==> config.mk <==
export PLATFORM = sky130hd
export DESIGN_NAME = spi_rx_collector
export DESIGN_NICKNAME = d
export VERILOG_FILES = /design/src/rtl/spi_rx_collector.sv
export SDC_FILE = /design/constraint.sdc
export NUM_CORES = 1
export LEC_CHECK = 0
export ABC_AREA = 1
export BUFFER_PORTS_ARGS = -buffer_cell sky130_fd_sc_hd__buf_2
export CAP_MARGIN = 40
export CORE_ASPECT_RATIO = 0.7
export CORE_MARGIN = 4
export CORE_UTILIZATION = 35
export CTS_CLUSTER_SIZE = 10
export DETAILED_ROUTE_END_ITERATION = 8
export PLACE_DENSITY = 0.51
export SYNTH_ARGS = -nofsm -noshare
export SYNTH_HDL_FRONTEND = slang
export SYNTH_SLANG_ARGS = --single-unit
==> constraint.sdc <==
create_clock -name clk -period 3.5 [get_ports clk]
set_input_delay 0 -clock clk [delete_from_list [all_inputs] [get_ports clk]]
set_output_delay 0 -clock clk [all_outputs]
set_load 0.02 [all_outputs]
==> src/rtl/spi_rx_collector.sv <==
// SPI mode-0 read engine feeding a FIFO; stalls SCLK between bytes on full.
// Define SPI_LSB_FIRST_EN to assemble bytes LSB first (default MSB first).
module spi_rx_collector #(
  parameter int CLK_DIV   = 4,
  parameter int LEN_WIDTH = 8
) (
  input  logic                 clk,
  input  logic                 rst,
  input  logic                 start,
  input  logic [LEN_WIDTH-1:0] rd_len,
  output logic                 busy,
  output logic                 done,
  output logic                 spi_sclk,
  output logic                 spi_cs_n,
  input  logic                 spi_miso,
  output logic [7:0]           fifo_din,
  output logic                 fifo_wr_en,
  input  logic                 fifo_full
);

  localparam int DW = (CLK_DIV > 1) ? $clog2(CLK_DIV) : 1;

  typedef enum logic [2:0] {
    IDLE,
    SETUP,
    SHIFT,
    PUSH,
    HOLD,
    FINISH
  } state_e;

  state_e               state_q;
  logic [DW-1:0]        div_q;
  logic [2:0]           bit_q;
  logic [LEN_WIDTH-1:0] rem_q;
  logic [7:0]           shift_q;
  logic [7:0]           shift_d;
  logic                 busy_q;
  logic                 done_q;
  logic                 sclk_q;
  logic                 cs_n_q;
  logic [7:0]           din_q;
  logic                 wr_q;
  logic                 div_tc;

  assign div_tc = (div_q == DW'(CLK_DIV - 1));

`ifdef SPI_LSB_FIRST_EN
  assign shift_d = {spi_miso, shift_q[7:1]};
`else
  assign shift_d = {shift_q[6:0], spi_miso};
`endif

  always_ff @(posedge clk) begin
    if (rst) begin
      state_q <= IDLE;
      div_q   <= '0;
      bit_q   <= '0;
      rem_q   <= '0;
      shift_q <= '0;
      busy_q  <= 1'b0;
      done_q  <= 1'b0;
      sclk_q  <= 1'b0;
      cs_n_q  <= 1'b1;
      din_q   <= '0;
      wr_q    <= 1'b0;
    end else begin
      done_q <= 1'b0;
      wr_q   <= 1'b0;
      unique case (state_q)
        IDLE: begin
          if (start) begin
            if (rd_len != '0) begin
              rem_q   <= rd_len;
              busy_q  <= 1'b1;
              cs_n_q  <= 1'b0;
              div_q   <= '0;
              state_q <= SETUP;
            end else begin
              done_q <= 1'b1;
            end
          end
        end
        SETUP: begin
          if (div_tc) begin
            div_q   <= '0;
            bit_q   <= '0;
            state_q <= SHIFT;
          end else begin
            div_q <= div_q + 1'b1;
          end
        end
        SHIFT: begin
          if (div_tc) begin
            div_q  <= '0;
            sclk_q <= ~sclk_q;
            if (!sclk_q) begin
              shift_q <= shift_d;
            end else begin
              bit_q <= bit_q + 1'b1;
              if (bit_q == 3'd7) state_q <= PUSH;
            end
          end else begin
            div_q <= div_q + 1'b1;
          end
        end
        PUSH: begin
          // Stall here with SCLK low until the FIFO has room.
          if (!fifo_full) begin
            wr_q  <= 1'b1;
            din_q <= shift_q;
            rem_q <= rem_q - 1'b1;
            div_q <= '0;
            bit_q <= '0;
            if (rem_q == LEN_WIDTH'(1)) begin
              cs_n_q  <= 1'b1;
              state_q <= HOLD;
            end else begin
              state_q <= SHIFT;
            end
          end
        end
        HOLD: begin
          if (div_tc) begin
            div_q   <= '0;
            done_q  <= 1'b1;
            busy_q  <= 1'b0;
            state_q <= FINISH;
          end else begin
            div_q <= div_q + 1'b1;
          end
        end
        FINISH: state_q <= IDLE;
        default: state_q <= IDLE;
      endcase
    end
  end

  assign busy       = busy_q;
  assign done       = done_q;
  assign spi_sclk   = sclk_q;
  assign spi_cs_n   = cs_n_q;
  assign fifo_din   = din_q;
  assign fifo_wr_en = wr_q;

endmodule

Word level (Yosys, flattened, before mapping)
Cells that the tools add are included.
Operators by class
  $add $sub $neg: 3
  equality and inequality tests: 16
  muxes and demuxes: 38
  bitwise gates (word level): 3
  reduce and logical (&&, ||, !) cells: 17
Operators by type and width (count)
  $mux W3: 13
  $mux W8: 3
  $ne A2 B2 Y1 const B: 9
  $pmux W8 S2: 1
  $pmux W3 S5: 1
  $reduce_and A4 Y1: 3
  $mux W1: 11
  $reduce_and A5 Y1: 2
  $pmux W3 S3: 1
  $eq A8 B1 Y1 const B: 1
  $mux W2: 4
  $reduce_and A8 Y1: 1
  $reduce_bool A8 Y1: 1
  $sub A8 B1 Y8 const B: 1
  $eq A3 B2 Y1 const B: 2
  $eq A3 B3 Y1 const B: 2
  $pmux W1 S2: 3
  $pmux W2 S3: 1
  $reduce_bool A3 Y1: 2
  $reduce_and A2 Y1: 2
  $reduce_bool A2 Y1: 2
  $add A3 B1 Y3 const B: 1
  $eq A3 B1 Y1 const B: 1
  $logic_not A3 Y1: 1
  other kinds (6): 8
Storage, ports and cells
  register bits: 37
  bits of input ports: 13
  output and inout port bits: 13
  logic and storage cells: 88

Longest topological paths before layout
Gate-level depths: netlist of run 1.
  depth after elaboration: 5
  gate-level depth with buffers: 10
  depth with buffers taken out: 9

Worst setup path after synthesis of run 1
OpenSTA, ideal clock, no wires.
  path type: flip-flop to flip-flop
  start point: register state_q[0]
  end point: register rem_q[2]
  library setup time: 113 ps
  arrival time: 1176 ps
  required time: 3387 ps
  path slack: 2211 ps
  stages on the path, launching flop included: 11
  path buffers: 1
  period minus slack after synthesis: 1289 ps
  cell sequence: dfxtp_1 > nand2_2 > nor2_4 > nand2_2 > nand2_2 > inv_2 > nand2_2 > buf_6 > nand2_1 > nand2_1 > nor2_1
Between the ends
  word-level cells in the longest chain between the ends: 3
  elaborated cells between the ends (all ways): 8
  those cells by class: 4 x eq/ne; 1 x mux; 3 x reduce/logical
Ends and longest elaborated chain
  start, declared: line 32  | state_e state_q;
  start signal, assigned: line 56  | state_q <= IDLE;
  start signal, assigned: line 78  | state_q <= SETUP;
  start signal, assigned: line 88  | state_q <= SHIFT;
  $eq A3 B2 Y1 / $logic_not A3 Y1 (equally long branches): line 70  | unique case (state_q)
  $ne A2 B2 Y1 (no line) / $reduce_bool A2 Y1 (equally long branches)
  $reduce_and A4 Y1 (no line)
  end signal, assigned: line 74  | rem_q <= rd_len;
  end signal, assigned: line 112  | rem_q <= rem_q - 1'b1;
  end, declared: line 35  | logic [LEN_WIDTH-1:0] rem_q;
Parallel ways exist; a longest one is shown, timed or not.
A chain may end at the register's enable or synchronous reset.

Worst setup path after layout of run 1
  start point: register state_q[0]
  end point: register rem_q[1]
Same word-level chain as after synthesis.

==> results of run 1 <==
==> stage by stage <==
| stage | util (%) | cell area [µm²] | setup slack, ns | instances |
|---|---|---|---|---|
| floorplan | - | 1910 | 2.21 | 293 |
| global placement | 39.8 | 2090 | 1.82 | 384 |
| detailed placement | 40.1 | 2110 | 1.75 | 385 |
| CTS | 42.3 | 2220 | 1.74 | 396 |
| global route | 42.3 | 2220 | 1.55 | 396 |
| finish | 42.3 | 2220 | 1.75 | 396 |
==> Yosys cell counts <==
| master | number |
|---|---|
| nor2_2 | 2 |
| nand2_2 | 9 |
| a21oi_1 | 12 |
| nand3_1 | 17 |
| clkbuf_1 | 2 |
| or2_2 | 1 |
| buf_1 | 1 |
| a21oi_2 | 1 |
| o21ai_2 | 1 |
| a31oi_1 | 2 |
| nand2_1 | 58 |
| inv_1 | 19 |
| nor2_4 | 3 |
| nand3_2 | 1 |
| nand3b_1 | 1 |
| o21ai_0 | 26 |
| nor2_1 | 82 |
| buf_6 | 1 |
| o21ai_1 | 2 |
| ha_1 | 5 |
| inv_2 | 5 |
| dfxtp_1 | 37 |
| buf_2 | 2 |
| nand2b_1 | 1 |
| nand4_1 | 2 |
==> cell type report <==
class / count / area share (%)
clock buffer: 6 / 3.27
clock inverter: 2 / 0.450
inverter: 24 / 4.05
multi-input combinational: 226 / 47.2
sequential: 37 / 33.3
tap: 72 / 4.05
timing repair buffer: 29 / 7.66
==> worst max-delay path, delay by kind of cell, from the launching register on <==
| kind | cells | cell delay (ns) |
|---|---|---|
| AO/OA/AOI/OAI | 1 | 0.21 |
| buffers and inverters | 1 | 0.18 |
| flip-flops | 1 | 0.47 |
| AND/OR/NAND/NOR | 5 | 0.78 |
==> sequential cells by signal, summed over array words and instances (netlist names) <==
signal,count
fifo_din,8
rem_q,8
shift_q,8
bit_q,3
state_q,3
div_q,2
busy,1
done,1
fifo_wr_en,1
spi_cs_n,1
spi_sclk,1
==> how the worst min path moves through the flow <==
stage / cells after the start / to / slack, ns
global route: 5 / rem_q[6]$_SDFFE_PP0P_ / 0.08
global placement: 3 / shift_q[0]$_SDFFE_PP0P_ / 0.28
detailed placement: 2 / spi_sclk$_SDFFE_PP0P_ / 0.29
finish: 5 / rem_q[2]$_SDFFE_PP0P_ / 0.05
floorplan: 2 / done$_SDFF_PP0_ / 0.16
CTS: 5 / rem_q[2]$_SDFFE_PP0P_ / 0.05
==> power by group through the flow <==
stage	Clock (µW)	Sequential [µW]	Combinational, µW
after floorplan	0	611	657
after global placement	0	613	821
after detailed placement	0	613	818
after CTS	304	604	826
after global routing	318	618	963
final	295	603	822
==> cell families (layout without fill, tap and decap cells) <==
kind of cell               Yosys count  in the layout  synth area share (%)
adders and majority gates            5              5                  3.27
DFF                                 37             37                  38.7
and+or+nand+nor                    177            177                  39.5
AOI/OAI and AO/OA                   44             44                  12.0
buffers and inverters               30             61                  6.41
==> routing by layer <==
layer  up-vias  global-route usage [%]  share of wire, %
met1       819                    21.5                52
li1        990                       -                 -
met2        36                    21.7                42
met4         0                    5.13               1.5
met3         6                    3.69               4.4
met5         -                       0                 0
==> what timing repair did <==
action	in CTS	in global routing
resized for setup	0	0
hold buffers	3	0
hold endpoints to repair	8	0
==> impl_metrics.ini, run 1 <==
[global_routing]
grt_pass1_wl_um = 7890
grt_pass1_vias = 1674
gr-total-overflow = 0
track_usage_pct = 15.0
grt_max_degree = 23
antenna_found_initial = 0

[yosys]
seq_area_frac_synth_pct = 38.7
syn_avg_cell_area_um2 = 6.53
syn-num-nets = 311
synth.cell_area_um2 = 1910
ys_types = 25
synth_seq_cells = 37
synth_area_leaders = dfxtp_1 (39%), nor2_1 (16%), nand2_1 (11%)
syn-instance-count = 293
yosys.area.top_type = dfxtp_1
synth_top_area_share_pct = 38.7
yosys_warnings = 0

[setup_path]
end_kind = flop
crit_required_ns = 3.68
arrival_ns = 1.94
critPathLaunch = state_q[0]$_SDFFE_PP0P_
crit_chain = nand2_2, nor2_4, inv_2, nand2_1, nand2_2, o21ai_0, nor2_1
cp-endpoint = rem_q[1]$_SDFFE_PP0P_
r2r_cells = 7
r2r-end = rem_q[1]$_SDFFE_PP0P_
r2r_slack_ns = 1.75
slowest_delay_ns = 0.47
critical_path_class = flop to flop
start_kind = flop
slowest_stage = dfxtp_1
rr_startpoint = state_q[0]$_SDFFE_PP0P_
crit_fanout = 13
crit_top_cell = nand2_2

[timing]
holdWs_ns = 0.0522
clock_skew_ns = 0.00707
maxSlewHeadroom_pct = 75.9
min_period_ns = 1.75
finalCritPeriodShare_pct = 50.1
tns_ns = 0
tightest_slew_ns = 0.361
finalHoldViolCount = 0
setup-violations-final = 0
timing.fmax_ghz = 0.570
rsz0062_at_grt = false
drv_slew = 0

[cells_and_area]
nNetsFinal = 341
n_antenna_cell = 0
seq_area_um2 = 741
final_common_cell = nor2_1
final_cell_mix = nor2_1 (82), nand2_1 (58), dfxtp_1 (37)
areaGrowthSynthToFinish_pct = 16.2
nFillCells = 566
multi_input_area_um2 = 1050
drive_above_1_share_pct = 17.3

[power]
finalPower_uw = 1720
vdd_drop_max_mv = 0.253
p_sw_uw = 794
p_sw_share_pct = 46.1
p_per_area_nw_per_um2 = 774
pwr-share-seq_pct = 35.1
combPwrFrac_pct = 47.8
p_clk_share_pct = 17.2
cellInternalPower_uw = 926
p_leak_uw = 0.00106

[drt]
vias = 1851
wirelength_um = 4600
wire_per_inst_um = 11.6
avgViaCountPerCell = 4.67
drt_iter0_markers = 81
detail-route-antenna-nets = 0
drtPass1Iterations = 5
drc = 0

[worst_hold_path]
hp-class = input pin to flop
min_from = rd_len[2]

[clocking]
htree_levels = 2
cts.sinks = 37
post_cts_buffers = 0
clk_pin_slew_worst_paths_ns = 0.08
root_buffer = clkbuf_8
cts-buffers-inserted = 5
cts_tree = done
cts_buffer_depth = 2
clock_latency_ns = 0.29

[place]
placement.io_buffers = 25
gp_congestion = 0.795
dp_hpwl_um = 3450

[die]
die_h_um = 69.8
core-area_um2 = 5260
die_area_um2 = 6730
rows = 22
boundaryPins = 26
die_w_um = 96.3
start_util_pct = 36.4

[run_status]
status = completed

[flow_run]
max_cap_violations = 0
Note: power is estimated with default switching activity, not from simulation.
==> run 2, diff against run 1 <==
clock period = 1.8 ns   (was 3.5 ns; I/O delays follow)
==> impl_metrics.ini, run 2 (synthesis results as in run 1) <==
[drt]
drt_iter0_markers = 75
detail-route-antenna-nets = 0
vias = 1793
avgViaCountPerCell = 4.51
drtPass1Iterations = 4
wirelength_um = 4450
drc = 0
wire_per_inst_um = 11.2

[global_routing]
antenna_found_initial = 0
track_usage_pct = 14.0
grt_max_degree = 31
gr-total-overflow = 0
grt_pass1_vias = 1561
grt_pass1_wl_um = 7510

[timing]
setup-violations-final = 0
drv_slew = 0
finalCritPeriodShare_pct = 88.1
fin_ws_ns = 0.214
finalHoldViolCount = 0
rsz0062_at_grt = false
tightest_slew_ns = 0.334
min_period_ns = 1.59
timing.fmax_ghz = 0.630
holdWs_ns = 0.0185
tns_ns = 0
clock_skew_ns = 0.00905
maxSlewHeadroom_pct = 77.7

[die]
die_h_um = 69.8
start_util_pct = 36.4
boundaryPins = 26
core-area_um2 = 5260
die_area_um2 = 6730
rows = 22
die_w_um = 96.3

[run_status]
status = completed

[clocking]
root_buffer = clkbuf_8
clock_latency_ns = 0.28
post_cts_buffers = 0
cts-buffers-inserted = 5
htree_levels = 2
cts_tree = done
cts.sinks = 37
clk_pin_slew_worst_paths_ns = 0.08
cts_buffer_depth = 2

[cells_and_area]
areaGrowthSynthToFinish_pct = 18.5
final_cell_mix = nor2_1 (82), nand2_1 (58), dfxtp_1 (37)
final_common_cell = nor2_1
n_antenna_cell = 0
nNetsFinal = 343
final_area_um2 = 2260
drive_above_1_share_pct = 18.4

[place]
dp_hpwl_um = 3310
postPlaceCellArea_um2 = 2120
dp_slack_ns = 0.209
placement.io_buffers = 25
gp_congestion = 0.921

[setup_path]
end_kind = flop
crit_required_ns = 1.98
start_kind = flop
critical_path_class = flop to flop
critPathLaunch = state_q[0]$_SDFFE_PP0P_
arrival_ns = 1.77
crit_fanout = 10
rr_startpoint = state_q[0]$_SDFFE_PP0P_

[worst_hold_path]
min_from = start
hp-class = input pin to flop

[power]
p_leak_uw = 0.00108
p_per_area_nw_per_um2 = 1560
finalPower_uw = 3540
vdd_drop_max_mv = 0.502

[flow_run]
max_cap_violations = 0
[run 2: path summary, 6_finish.rpt]
kind | slack [ns] | end | cells past startpoint
min reg2reg | 0.47 | spi_cs_n$_SDFFE_PP1P_ | 2
min | 0.02 | done$_SDFF_PP0_ | 3
max | 0.21 | fifo_din[5]$_SDFFE_PP0P_ | 7
max reg2reg | 0.21 | fifo_din[5]$_SDFFE_PP0P_ | 7
[run 2: power by group]
group	internal, µW	switching, µW
Clock	451	298
Sequential	990	190
Combinational	557	1060
[run 2: cell type report]
class / count / area (µm²)
Clock buffer: 6 / 82.6
Clock inverter: 2 / 37.5
Fill cell: 542 / 2990
Inverter: 24 / 90.1
Multi-Input combinational cell: 226 / 1050
Sequential cell: 37 / 741
Tap cell: 72 / 90.1
Timing Repair Buffer: 31 / 175
[run 2: critical path, cell delays in order (launching register included)]
cell and delay (ns):
dfxtp_1 0.50, nand2_2 0.16, nor2_4 0.17, inv_2 0.13, nor2_4 0.23, inv_2 0.14, nor2_1 0.12, nor2_1 0.05
[run 2: stage by stage]
stage               utilization (%)  std cells
global route                   43.1        398
floorplan                         -        293
finish                         43.1        398
detailed placement             40.4        388
CTS                            43.1        398
global placement               40.4        388
[run 2: what timing repair did]
item,CTS,global route
hold endpoints to repair,4,0
gates resized for setup,0,0
hold buffers,2,0
[run 2: per-layer routing]
metal	vias to the layer above	track usage, %	wire (µm)
met4	0	3.27	24
met1	769	22.7	2560
met5	-	0	0
met3	2	3.58	174
met2	30	17.9	1680
li1	992	-	-
